`src/rtl/fmod_unit_arbiter_pkg.sv`:
```
// ---------------------------------------------------------------------------
// fmod_arb_pkg
// Shared types and constants for the fmod unit arbiter:
//   arb_state_e  - arbiter FSM states (IDLE, ISSUE, WAIT, RESP)
//   FMOD_DATA_W  - native operand/result width of the fmod core (double)
//   idx_w(n)     - index width for n items, never less than 1
// ---------------------------------------------------------------------------
package fmod_arb_pkg;

  localparam int FMOD_DATA_W = 64;

  typedef enum logic [1:0] {
    IDLE  = 2'd0,
    ISSUE = 2'd1,
    WAIT  = 2'd2,
    RESP  = 2'd3
  } arb_state_e;

  function automatic int idx_w(input int n);
    if (n <= 2) return 1;
    return $clog2(n);
  endfunction

endpackage : fmod_arb_pkg

```
`src/rtl/fmod_unit_arbiter_if.sv`:
```
// ---------------------------------------------------------------------------
// fmod_core_if
// ap_ctrl_hs handshake plus operand/result buses between the arbiter and a
// generic_fmod_double core.
//   master : arbiter side (drives start and operands, receives ready/done/result)
//   slave  : core side
// Signals:
//   fmod_ap_start   - start request, held until ready is sampled
//   fmod_ap_ready   - core has taken the operands
//   fmod_ap_done    - one-cycle pulse, fmod_ap_return valid
//   fmod_x, fmod_y  - dividend / divisor
//   fmod_ap_return  - result
// ---------------------------------------------------------------------------
interface fmod_core_if
  import fmod_arb_pkg::*;
#(
  parameter int DATA_W = FMOD_DATA_W
) ();

  logic              fmod_ap_start;
  logic              fmod_ap_ready;
  logic              fmod_ap_done;
  logic [DATA_W-1:0] fmod_x;
  logic [DATA_W-1:0] fmod_y;
  logic [DATA_W-1:0] fmod_ap_return;

  modport master (
    output fmod_ap_start,
    output fmod_x,
    output fmod_y,
    input  fmod_ap_ready,
    input  fmod_ap_done,
    input  fmod_ap_return
  );

  modport slave (
    input  fmod_ap_start,
    input  fmod_x,
    input  fmod_y,
    output fmod_ap_ready,
    output fmod_ap_done,
    output fmod_ap_return
  );

endinterface : fmod_core_if

```
`src/rtl/fmod_unit_arbiter_rr_arbiter.sv`:
```
// ---------------------------------------------------------------------------
// rr_arbiter
// Purely combinational round-robin pick: the first set bit of req found when
// scanning from last+1 upward, wrapping modulo N.
// Ports:
//   req  [N-1:0]         - request vector
//   last [idx_w(N)-1:0]  - index granted most recently
//   gnt  [N-1:0]         - one-hot grant (all zero when req is zero)
//   idx  [idx_w(N)-1:0]  - encoded grant index (0 when req is zero)
// ---------------------------------------------------------------------------
module rr_arbiter
  import fmod_arb_pkg::*;
#(
  parameter int N = 4
) (
  input  logic [N-1:0]          req,
  input  logic [idx_w(N)-1:0]   last,
  output logic [N-1:0]          gnt,
  output logic [idx_w(N)-1:0]   idx
);

  localparam int IW = idx_w(N);

  // Two copies of req side by side: masking off everything at or below 'last'
  // leaves the lowest surviving bit as the round-robin winner, and the upper
  // copy supplies the wrapped-around candidates.
  logic [2*N-1:0] dbl;
  logic [2*N-1:0] masked;
  logic           found;

  assign dbl = {req, req};

  generate
    for (genvar gi = 0; gi < 2*N; gi++) begin : g_mask
      assign masked[gi] = dbl[gi] & (gi > int'(last));
    end
  endgenerate

  always_comb begin
    gnt   = '0;
    idx   = '0;
    found = 1'b0;
    for (int j = 0; j < 2*N; j++) begin
      if (masked[j] && !found) begin
        found = 1'b1;
        if (j >= N) begin
          gnt[j-N] = 1'b1;
          idx      = IW'(j - N);
        end else begin
          gnt[j]   = 1'b1;
          idx      = IW'(j);
        end
      end
    end
  end

endmodule : rr_arbiter

```
`src/rtl/fmod_unit_arbiter.sv`:
```
// ---------------------------------------------------------------------------
// fmod_unit_arbiter
// Shares one ap_ctrl_hs fmod core between NUM_REQ requesters. Requests are
// accepted by valid/ready, granted round-robin, run one at a time through the
// core and the result is returned to the requester that issued it.
// Ports:
//   ap_clk, ap_rst_n     - clock, asynchronous active-low reset
//   req_valid/req_ready  - per-requester request handshake (ready one-hot)
//   req_x, req_y         - packed operands, slice i belongs to requester i
//   rsp_valid/rsp_ready  - per-requester result handshake (valid one-hot)
//   rsp_data             - shared result bus, stable while rsp_valid is high
//   fmod                 - core handshake and operand/result buses (master)
//   busy                 - FSM is not IDLE
//   grant_id             - index of the current owner
//   proto_err            - sticky, core handshake pulse seen in a wrong state
// Optional build macro FMOD_ARB_PERF_CNT_EN adds:
//   perf_ops   - completed response handshakes (wraps at 2^32)
//   perf_stall - busy cycles with another requester waiting (wraps at 2^32)
// ---------------------------------------------------------------------------
module fmod_unit_arbiter
  import fmod_arb_pkg::*;
#(
  parameter int NUM_REQ = 4,
  parameter int DATA_W  = FMOD_DATA_W
) (
  input  logic                        ap_clk,
  input  logic                        ap_rst_n,
  input  logic [NUM_REQ-1:0]          req_valid,
  output logic [NUM_REQ-1:0]          req_ready,
  input  logic [NUM_REQ*DATA_W-1:0]   req_x,
  input  logic [NUM_REQ*DATA_W-1:0]   req_y,
  output logic [NUM_REQ-1:0]          rsp_valid,
  input  logic [NUM_REQ-1:0]          rsp_ready,
  output logic [DATA_W-1:0]           rsp_data,
  fmod_core_if.master                 fmod,
  output logic                        busy,
  output logic [idx_w(NUM_REQ)-1:0]   grant_id,
  output logic                        proto_err
`ifdef FMOD_ARB_PERF_CNT_EN
  ,
  output logic [31:0]                 perf_ops,
  output logic [31:0]                 perf_stall
`endif
);

  localparam int IW = idx_w(NUM_REQ);

  arb_state_e        state_q, state_d;
  logic [IW-1:0]     last_grant_q, last_grant_d;
  logic [IW-1:0]     grant_id_q, grant_id_d;
  logic [DATA_W-1:0] x_q, x_d;
  logic [DATA_W-1:0] y_q, y_d;
  logic [DATA_W-1:0] rsp_data_q, rsp_data_d;
  logic              proto_err_q, proto_err_d;

  logic [NUM_REQ-1:0] arb_gnt;
  logic [IW-1:0]      arb_idx;
  logic [NUM_REQ-1:0] owner_oh;
  logic               rsp_hs;
  logic               start;

  logic [DATA_W-1:0] x_slice [NUM_REQ];
  logic [DATA_W-1:0] y_slice [NUM_REQ];

  generate
    for (genvar gi = 0; gi < NUM_REQ; gi++) begin : g_req
      assign x_slice[gi]  = req_x[gi*DATA_W +: DATA_W];
      assign y_slice[gi]  = req_y[gi*DATA_W +: DATA_W];
      assign owner_oh[gi] = (grant_id_q == IW'(gi));
    end
  endgenerate

  rr_arbiter #(.N(NUM_REQ)) u_rr (
    .req  (req_valid),
    .last (last_grant_q),
    .gnt  (arb_gnt),
    .idx  (arb_idx)
  );

  assign rsp_hs = |(rsp_ready & owner_oh);

  always_comb begin
    state_d      = state_q;
    last_grant_d = last_grant_q;
    grant_id_d   = grant_id_q;
    x_d          = x_q;
    y_d          = y_q;
    rsp_data_d   = rsp_data_q;
    proto_err_d  = proto_err_q;
    req_ready    = '0;
    rsp_valid    = '0;
    start        = 1'b0;

    case (state_q)
      IDLE: begin
        if (|req_valid) begin
          req_ready    = arb_gnt;
          x_d          = x_slice[arb_idx];
          y_d          = y_slice[arb_idx];
          grant_id_d   = arb_idx;
          last_grant_d = arb_idx;
          state_d      = ISSUE;
        end
      end
      ISSUE: begin
        start = 1'b1;
        if (fmod.fmod_ap_ready) begin
          // A zero-latency core may finish in the accepting cycle.
          if (fmod.fmod_ap_done) begin
            rsp_data_d = fmod.fmod_ap_return;
            state_d    = RESP;
          end else begin
            state_d    = WAIT;
          end
        end
      end
      WAIT: begin
        if (fmod.fmod_ap_done) begin
          rsp_data_d = fmod.fmod_ap_return;
          state_d    = RESP;
        end
      end
      RESP: begin
        rsp_valid = owner_oh;
        // Returning to IDLE costs one cycle before the next grant can fire.
        if (rsp_hs) begin
          state_d = IDLE;
        end
      end
      default: state_d = IDLE;
    endcase

    if (fmod.fmod_ap_done && !(state_q == ISSUE || state_q == WAIT)) begin
      proto_err_d = 1'b1;
    end
    if (fmod.fmod_ap_ready && (state_q != ISSUE)) begin
      proto_err_d = 1'b1;
    end
  end

  always_ff @(posedge ap_clk or negedge ap_rst_n) begin
    if (!ap_rst_n) begin
      state_q      <= IDLE;
      last_grant_q <= IW'(NUM_REQ - 1);
      grant_id_q   <= '0;
      x_q          <= '0;
      y_q          <= '0;
      rsp_data_q   <= '0;
      proto_err_q  <= 1'b0;
    end else begin
      state_q      <= state_d;
      last_grant_q <= last_grant_d;
      grant_id_q   <= grant_id_d;
      x_q          <= x_d;
      y_q          <= y_d;
      rsp_data_q   <= rsp_data_d;
      proto_err_q  <= proto_err_d;
    end
  end

  assign fmod.fmod_ap_start = start;
  assign fmod.fmod_x        = x_q;
  assign fmod.fmod_y        = y_q;
  assign rsp_data           = rsp_data_q;
  assign busy               = (state_q != IDLE);
  assign grant_id           = grant_id_q;
  assign proto_err          = proto_err_q;

`ifdef FMOD_ARB_PERF_CNT_EN
  logic [31:0] perf_ops_q, perf_ops_d;
  logic [31:0] perf_stall_q, perf_stall_d;

  always_comb begin
    perf_ops_d   = perf_ops_q;
    perf_stall_d = perf_stall_q;
    if ((state_q == RESP) && rsp_hs) begin
      perf_ops_d = perf_ops_q + 32'd1;
    end
    // Someone other than the current owner is left waiting.
    if ((state_q != IDLE) && |(req_valid & ~owner_oh)) begin
      perf_stall_d = perf_stall_q + 32'd1;
    end
  end

  always_ff @(posedge ap_clk or negedge ap_rst_n) begin
    if (!ap_rst_n) begin
      perf_ops_q   <= '0;
      perf_stall_q <= '0;
    end else begin
      perf_ops_q   <= perf_ops_d;
      perf_stall_q <= perf_stall_d;
    end
  end

  assign perf_ops   = perf_ops_q;
  assign perf_stall = perf_stall_q;
`else
  // Performance counters are not built in this configuration.
`endif

endmodule : fmod_unit_arbiter

```
`src/flat_wrapper.sv`:
```
// flat-port wrapper written by rule: the top's interface ports become plain ports
module fmod_unit_arbiter_flat import fmod_arb_pkg::*;
#(
  parameter int NUM_REQ = 4,
  parameter int DATA_W  = FMOD_DATA_W
)
  (ap_clk, ap_rst_n, req_valid, req_ready, req_x, req_y, rsp_valid, rsp_ready, rsp_data, busy, grant_id, proto_err, fmod_fmod_ap_start, fmod_fmod_x, fmod_fmod_y, fmod_fmod_ap_ready, fmod_fmod_ap_done, fmod_fmod_ap_return);
  fmod_core_if #(.DATA_W(DATA_W)) fmod_i ();
  input  logic ap_clk;
  input  logic ap_rst_n;
  input  logic [NUM_REQ-1:0] req_valid;
  output logic [NUM_REQ-1:0] req_ready;
  input  logic [NUM_REQ*DATA_W-1:0] req_x;
  input  logic [NUM_REQ*DATA_W-1:0] req_y;
  output logic [NUM_REQ-1:0] rsp_valid;
  input  logic [NUM_REQ-1:0] rsp_ready;
  output logic [DATA_W-1:0] rsp_data;
  output logic busy;
  output logic [idx_w(NUM_REQ)-1:0] grant_id;
  output logic proto_err;
  output wire logic [$bits(fmod_i.fmod_ap_start)-1:0] fmod_fmod_ap_start;
  output wire logic [$bits(fmod_i.fmod_x)-1:0] fmod_fmod_x;
  output wire logic [$bits(fmod_i.fmod_y)-1:0] fmod_fmod_y;
  input wire logic [$bits(fmod_i.fmod_ap_ready)-1:0] fmod_fmod_ap_ready;
  input wire logic [$bits(fmod_i.fmod_ap_done)-1:0] fmod_fmod_ap_done;
  input wire logic [$bits(fmod_i.fmod_ap_return)-1:0] fmod_fmod_ap_return;
  assign fmod_fmod_ap_start = fmod_i.fmod_ap_start;
  assign fmod_fmod_x = fmod_i.fmod_x;
  assign fmod_fmod_y = fmod_i.fmod_y;
  assign fmod_i.fmod_ap_ready = fmod_fmod_ap_ready;
  assign fmod_i.fmod_ap_done = fmod_fmod_ap_done;
  assign fmod_i.fmod_ap_return = fmod_fmod_ap_return;
  fmod_unit_arbiter #(.NUM_REQ(NUM_REQ), .DATA_W(DATA_W)) u_core (.ap_clk(ap_clk), .ap_rst_n(ap_rst_n), .req_valid(req_valid), .req_ready(req_ready), .req_x(req_x), .req_y(req_y), .rsp_valid(rsp_valid), .rsp_ready(rsp_ready), .rsp_data(rsp_data), .fmod(fmod_i), .busy(busy), .grant_id(grant_id), .proto_err(proto_err));
endmodule
```
`config.mk`:
```
export PLATFORM = sky130hd
export DESIGN_NAME = fmod_unit_arbiter_flat
export DESIGN_NICKNAME = d
export VERILOG_FILES = /design/src/rtl/fmod_unit_arbiter_pkg.sv /design/src/rtl/fmod_unit_arbiter_if.sv /design/src/rtl/fmod_unit_arbiter_rr_arbiter.sv /design/src/rtl/fmod_unit_arbiter.sv /design/src/flat_wrapper.sv
export SDC_FILE = /design/constraint.sdc
export NUM_CORES = 1
export LEC_CHECK = 0
export BUFFER_PORTS_ARGS = -buffer_cell sky130_fd_sc_hd__clkbuf_2
export CORE_AREA = 2 2 306 308
export CTS_CLUSTER_SIZE = 16
export DETAILED_ROUTE_END_ITERATION = 6
export DIE_AREA = 0 0 308 310
export GPL_TIMING_DRIVEN = 0
export PLACE_DENSITY_LB_ADDON = 0.12
export SYNTH_ARGS = -nofsm -noshare
export SYNTH_HDL_FRONTEND = slang
export SYNTH_HIERARCHICAL = 1
export SYNTH_SLANG_ARGS = --single-unit
export TNS_END_PERCENT = 30
```
`constraint.sdc`:
```
create_clock -name ap_clk -period 2.35 [get_ports ap_clk]
set_input_delay 0.1175 -clock ap_clk [delete_from_list [all_inputs] [get_ports ap_clk]]
set_output_delay 0.1175 -clock ap_clk [all_outputs]
set_load 0.1 [all_outputs]
```
==> flow_metrics.tcl, run 1 <==
set metrics [dict create \
    finish.instance_area_um2 21000 \
    initial_core_util_pct 11.7 \
    drive_above_1_share_pct 53.9 \
    category_of_the_worst_setup_path_launch_point "register" \
    floorplan.rows 112 \
    rsz_0062_raised_after_global_routing "yes" \
    first_global_vias 12800 \
    violations_in_the_final_reports "negative setup slack" \
    power.leakage_uw 0.0103 \
    final_setup_skew_ns 0.0262 \
    cellPowerDensity_nw_per_um2 1650 \
    synth_fp_nets 1503 \
    wl_per_cell_um 18.6 \
    cp.required_ns 2.74 \
    worstSetupEndpointType "register" \
    flow.area_growth_from_synthesis_pct 93.5 \
    yosysUniqueCellTypes 38 \
    synth_edf_count 0 \
    gr_ovfl_total 0 \
    synth_sequential_area_ratio_pct 45.9 \
    drv_slew 0 \
    register_area_um2 4980 \
    clock_tree.root_cell "clkbuf_16" \
    max_clock_freq_ghz 0.420 \
    finalCoreUtilization_pct 22.7 \
    hold_class "in -> reg" \
    grt_util_all_layers_pct 12.3 \
    cp.arrival_ns 2.78 \
    ys_async_sr_fraction_pct 100 \
    final_antenna_net_count 0 \
    cts_tree "yes" \
    post-route-period-util_pct 101 \
    synth_seq_cells 199 \
    max_cap_violations 0 \
    portBuffers 792 \
    synth_area_leaders "dfrtp_1 45%, mux4_2 27%, nand2_1 14%" \
    boundaryPins 793 \
    syn_area_um2 10900 \
    tritoncts.num_buffers 17 \
    cts.path.max_buffers 2 \
    routed_via_density 3.61 \
    drc 0 \
    clock_tree.htree_level_count 4 \
    dp_hpwl_um 48600 \
    timing.setup.critical_path_class "reg -> reg" \
    die_width_um 308 \
    grt_first_pass_wirelength_um 84200 \
    synth.avg_cell_area_um2 11.9 \
    number_of_setup_violations_in_the_final_report 2 \
    postSynth.topFlopCell "dfrtp_1" \
    globalplace.congestion 0.803 \
    core-area_um2 92500 \
    floorplan.die_area_um2 95500 \
    most_common_cell_after_layout_fill_and_taps_aside "clkbuf_2" \
    area_share_of_the_largest_cell_type_after_synthesis_pct 45.4 \
    final.fill_count 10100 \
    dr_total_vias 11800 \
    drt-initial-drc-count 412 \
    min_period_ns 2.38 \
    insertion_delay_ns 0.53 \
    result_of_the_run "finished with violations" \
    cts.clk_slew.worst_paths_ns 0.09 \
    final.setup.worst_slack_ns -0.0315 \
    worst_slew_margin_rel_pct 45.2 \
    multi_input_area_um2 5600 \
    synth.yosys.warnings 6 \
    dr.pass1.iters 4 \
    design.final.nets 2662 \
    max-vdd-ir-drop_mv 0.543 \
    dpl-instance-area_um2 16400 \
    cts_num_sinks 199 \
    routed_wirelength_um 60900 \
    netlist_instances 911 \
    number_of_antenna_violations_at_the_first_check_in_global_routing 6 \
    die_h_um 310 \
    layout_common_cells "788 x clkbuf_2, 378 x nand2_1, 333 x dlygate4sd3_1" \
    worst_pin_slew_ns 0.819 \
    report.final.hold_viol_count 0 \
    worst_path_max_fanout 10 \
    netlist.top_cell.by_area "dfrtp_1" \
    grt_start_max_net_pins 97 \
]
==> synthesized netlist by cell type, types with 2 or more instances <==
master and number:
nand2_1 397, dfrtp_1 197, mux4_2 128, mux2_2 65
buf_2 20, buf_4 19, clkbuf_1 15, buf_1 7
a21oi_1 6, inv_1 6, and2_1 5, ha_1 4
nand2b_1 4, and3_1 3, buf_6 3, mux2i_1 3
nor2_1 3, nor2b_1 3, dfstp_2 2, nand3_1 2
o221ai_1 2
==> per-stage QoR <==
step                      instances  total power (µW)  TNS (ns)  setup WS [ns]  hold slack, ns
after global placement         2900             30200   -754.65          -3.38           0.353
after floorplan                 911             24600    -0.701         -0.181          -0.178
after detailed placement       2902             30300   -101.18          -1.46          0.0180
after CTS                      3278             35200     -2.98         -0.125        0.000256
after global routing           3280             36600     -7.54         -0.128         0.00343
final                          3282             34700   -0.0374        -0.0315          0.0345
==> routing by layer <==
| metal | wire length [µm] | track usage, % | up-vias |
|---|---|---|---|
| met2 | 31800 | 22.2 | 439 |
| met3 | 3350 | 3.02 | 46 |
| li1 | - | - | 5525 |
| met5 | 28 | 0 | - |
| met4 | 1140 | 3.85 | 4 |
| met1 | 24600 | 14.4 | 5818 |
==> worst max-delay path, cell delays in order, from the launching register on <==
cell and delay [ns]:
dfstp_2 0.57, nand2b_4 0.13, a21oi_2 0.06, o221ai_2 0.19, buf_6 0.18, buf_8 0.18
buf_12 0.17, mux4_2 0.55, nand2_2 0.14, nand2_1 0.06
==> report_power, final <==
group	internal [µW]	switching, µW	total (µW)
combinational	6260	18900	25200
clock	1650	1690	3330
sequential	5190	955	6150
==> what timing repair did <==
action	4_1_cts	5_1_grt
hold buffers	333	0
buffers inserted	8	2
hold endpoints to repair	343	0
endpoints found under the setup margin	196	123
pin swaps	5	12
cloned	3	1
gates resized for setup	91	40
==> logic make-up after synthesis <==
kind of cell	synth area share [%]
buf+inv	3.70
flops	45.9
compound gates	1.19
fa+ha+maj	0.461
simple gates	15.2
mux	33.5
==> sequential cells by signal (all words and copies together), names as in the netlist <==
register / cells
u_core/rsp_data: 64
u_core/last_grant_q: 2
u_core/state_q: 2
u_core/grant_id: 2
u_core/fmod.fmod_y: 64
u_core/proto_err: 1
u_core/fmod.fmod_x: 64
==> path summary, 6_finish.rpt <==
path / cells after the start / start / slack (ns) / to
worst max-delay path: 9 / u_core/last_grant_q[1] / -0.03 / u_core/fmod.fmod_x[30]
worst min-delay path: 4 / req_y[163] / 0.03 / u_core/fmod.fmod_y[35]
worst max register to register: 9 / u_core/last_grant_q[1] / -0.03 / u_core/fmod.fmod_x[30]
worst min register to register: 2 / u_core/fmod.fmod_x[12] / 0.47 / u_core/fmod.fmod_x[12]
max in group asynchronous: 4 / ap_rst_n / 0.39 / u_core/rsp_data[21]
min in group asynchronous: 3 / ap_rst_n / 0.54 / u_core/rsp_data[20]
==> area by class of cell <==
type	count	share of cell area, %
repair buffers	1140	36.2
multi-input cells	641	26.6
flip-flops and latches	199	23.7
well taps	1197	7.12
plain buffers	65	3.21
clock buffers	17	2.02
clock inverters	15	0.976
inverters	6	0.107
diodes	2	0.0238
Note: power is estimated with default switching activity, not from simulation.
==> run 2: changes to the inputs <==
==> constraint.sdc (replaced) <==
create_clock -name ap_clk -period 2.35 [get_ports ap_clk]
set_input_delay 0.1175 -clock ap_clk [delete_from_list [all_inputs] [get_ports ap_clk]]
set_output_delay 0.1175 -clock ap_clk [all_outputs]
set_load 0.005 [all_outputs]
==> run 2 against run 1 <==
The run still ends with negative setup slack left. First-iteration DRC count is 12% lower. Register-to-register slack barely moved. Power fell by 37%. Count of clock-buffer cells in the layout unchanged. Final cell count up 2.0%. Largest power group unchanged.
==> flow_metrics.tcl, run 2 (synthesis gave the netlist of run 1 again) <==
set metrics [dict create \
    number_of_antenna_violations_at_the_first_check_in_global_routing 4 \
    category_of_the_worst_setup_path_launch_point "register" \
    worstSetupEndpointType "register" \
    power_uw 22000 \
    path_cells "nand2b_4 -> a21oi_4 -> o221ai_4 -> buf_12 -> buf_12 -> buf_12 -> mux4_2 -> nand2_1 -> nand2_1" \
    worst_path_max_fanout 10 \
    cp.depth 9 \
    most_common_cell_after_layout_fill_and_taps_aside "clkbuf_2" \
    cts_tree "yes" \
    report.final.hold_viol_count 0 \
    netSwitchingFraction_pct 41.1 \
    worst_pin_slew_ns 0.917 \
    cp.arrival_ns 2.78 \
    max_cap_violations 0 \
    rsz_0062_raised_after_global_routing "yes" \
    worstHoldPathCells 4 \
    cts.clk_slew.worst_paths_ns 0.09 \
    portBuffers 792 \
    final_antenna_net_count 0 \
    boundaryPins 793 \
    floorplan.die_area_um2 95500 \
    dr_total_vias 12200 \
    clock_tree.htree_level_count 4 \
    comb_power_share_pct 57.5 \
    min_period_ns 2.37 \
    holdWs_ns 0.0488 \
    cp_slowest_stage_delay_ns 0.58 \
    drt-initial-drc-count 362 \
    dp_hpwl_um 47500 \
    routed_via_density 3.64 \
    layout_common_cells "793 x clkbuf_2, 393 x dlygate4sd3_1, 390 x nand2_1" \
    cellPowerDensity_nw_per_um2 1020 \
    design.final.nets 2729 \
    drc 0 \
    power.leakage_uw 0.0106 \
    dpl-instance-area_um2 16400 \
    final_cell_count_no_fill 3347 \
    cts.path.max_buffers 2 \
    core-area_um2 92500 \
    critical-path-top-delay-family "flip-flops" \
    final.setup.worst_slack_ns -0.0236 \
    dr.pass1.iters 4 \
    floorplan.rows 112 \
    final_setup_skew_ns 0.0140 \
    worstRegToRegCells 9 \
    timing.critical_path.slowest_stage_cell "dfstp_2" \
    insertion_delay_ns 0.52 \
    dp_cells 2902 \
    drive_above_1_share_pct 51.8 \
    number_of_setup_violations_in_the_final_report 11 \
    max_clock_freq_ghz 0.421 \
    grt_util_all_layers_pct 12.1 \
    grt_start_max_net_pins 96 \
    cts_num_sinks 199 \
    initial_core_util_pct 11.7 \
    max-vdd-ir-drop_mv 0.412 \
    internal_power_uw 13000 \
    timing.setup.critical_path_class "reg -> reg" \
    wl_per_cell_um 18.2 \
    grt_first_pass_wirelength_um 83500 \
    die_h_um 310 \
    hold_class "in -> reg" \
    first_global_vias 13200 \
    critical_path.most_common_cell "buf_12" \
    finish.instance_area_um2 21600 \
    cp.required_ns 2.75 \
    seq_power_share_pct 28.1 \
    power_frac_clock_pct 14.4 \
    die_width_um 308 \
    violations_in_the_final_reports "negative setup slack" \
    result_of_the_run "finished with violations" \
    clock_tree.root_cell "clkbuf_16" \
    flow.area_growth_from_synthesis_pct 98.4 \
    worst_slew_margin_rel_pct 38.3 \
    routed_wirelength_um 60900 \
    tritoncts.num_buffers 17 \
    p_sw_uw 9040 \
    globalplace.congestion 0.810 \
    antenna_cells 0 \
    worstPathBufferInverterCount 3 \
    gr_ovfl_total 0 \
    drv_slew 0 \
    post-route-period-util_pct 101 \
]
## run 2: changes by cell type in the layout (fill, tap and decap cells not counted), sizes merged
cell,delta
buf,+4
bufinv,-2
clkbuf,+3
clkinv,+1
clkinvlp,+1
diode,-2
dlygate4sd3,+60
## run 2: metal layers
metal	vias to the layer above	global-route usage, %	share of wire, %
met5	-	0	0.072
met2	455	21.5	52
met1	5979	13.6	39
met4	6	4.81	2.8
met3	79	3.50	6.2
li1	5649	-	-
## run 2: metrics by stage
step	setup TNS, ns	worst slack (ns)	util [%]
6_report	-0.127	-0.0236	23.3
5_1_grt	-7.49	-0.125	23.3
4_1_cts	-2.46	-0.0951	22.9
3_5_place_dp	-107.80	-1.35	17.7
3_3_place_gp	-774.64	-3.42	17.7
2_1_floorplan	0	0.255	-
## run 2: cell type report
type / instances / area [µm²]
fillers: 10100 / 70900
repair buffers: 1207 / 8240
multi-input cells: 641 / 5570
flip-flops and latches: 199 / 4980
well taps: 1197 / 1500
plain buffers: 65 / 649
clock buffers: 17 / 425
clock inverters: 15 / 169
inverters: 6 / 22.5
## run 2: worst reg2reg max path, cell delays in order (launching register included)
cell	delay, ns
dfstp_2	0.58
nand2b_4	0.15
a21oi_4	0.06
o221ai_4	0.22
buf_12	0.16
buf_12	0.17
buf_12	0.21
mux4_2	0.57
nand2_1	0.11
nand2_1	0.05
## run 2: what timing repair did
item | in CTS | in global routing
setup buffers | 3 | 12
pin swaps | 2 | 2
resized for setup | 53 | 44
gates cloned | 0 | 5
hold endpoints to repair | 361 | 0
endpoints found under the setup margin | 196 | 125
hold buffers | 393 | 0
## run 2: path summary, 6_finish.rpt
| path | slack (ns) | endpoint | startpoint |
|---|---|---|---|
| min reg2reg | 0.48 | u_core/fmod.fmod_x[9] | u_core/fmod.fmod_x[9] |
| max in group asynchronous | 0.78 | u_core/rsp_data[15] | ap_rst_n |
| max reg2reg | -0.02 | u_core/fmod.fmod_x[8] | u_core/last_grant_q[1] |
| max | -0.02 | u_core/fmod.fmod_x[8] | u_core/last_grant_q[1] |
| min | 0.05 | u_core/fmod.fmod_x[42] | req_x[42] |
| min in group asynchronous | 0.60 | u_core/rsp_data[4] | ap_rst_n |
## run 2: power groups by stage
stage               sequential, µW  clock [µW]  combinational, µW
finish                        6190        3170              12700
detailed placement            6280           0              11500
CTS                           6230        3390              12400
global route                  6430        3510              13900
global placement              6240           0              11500
floorplan                     6250           0               6090
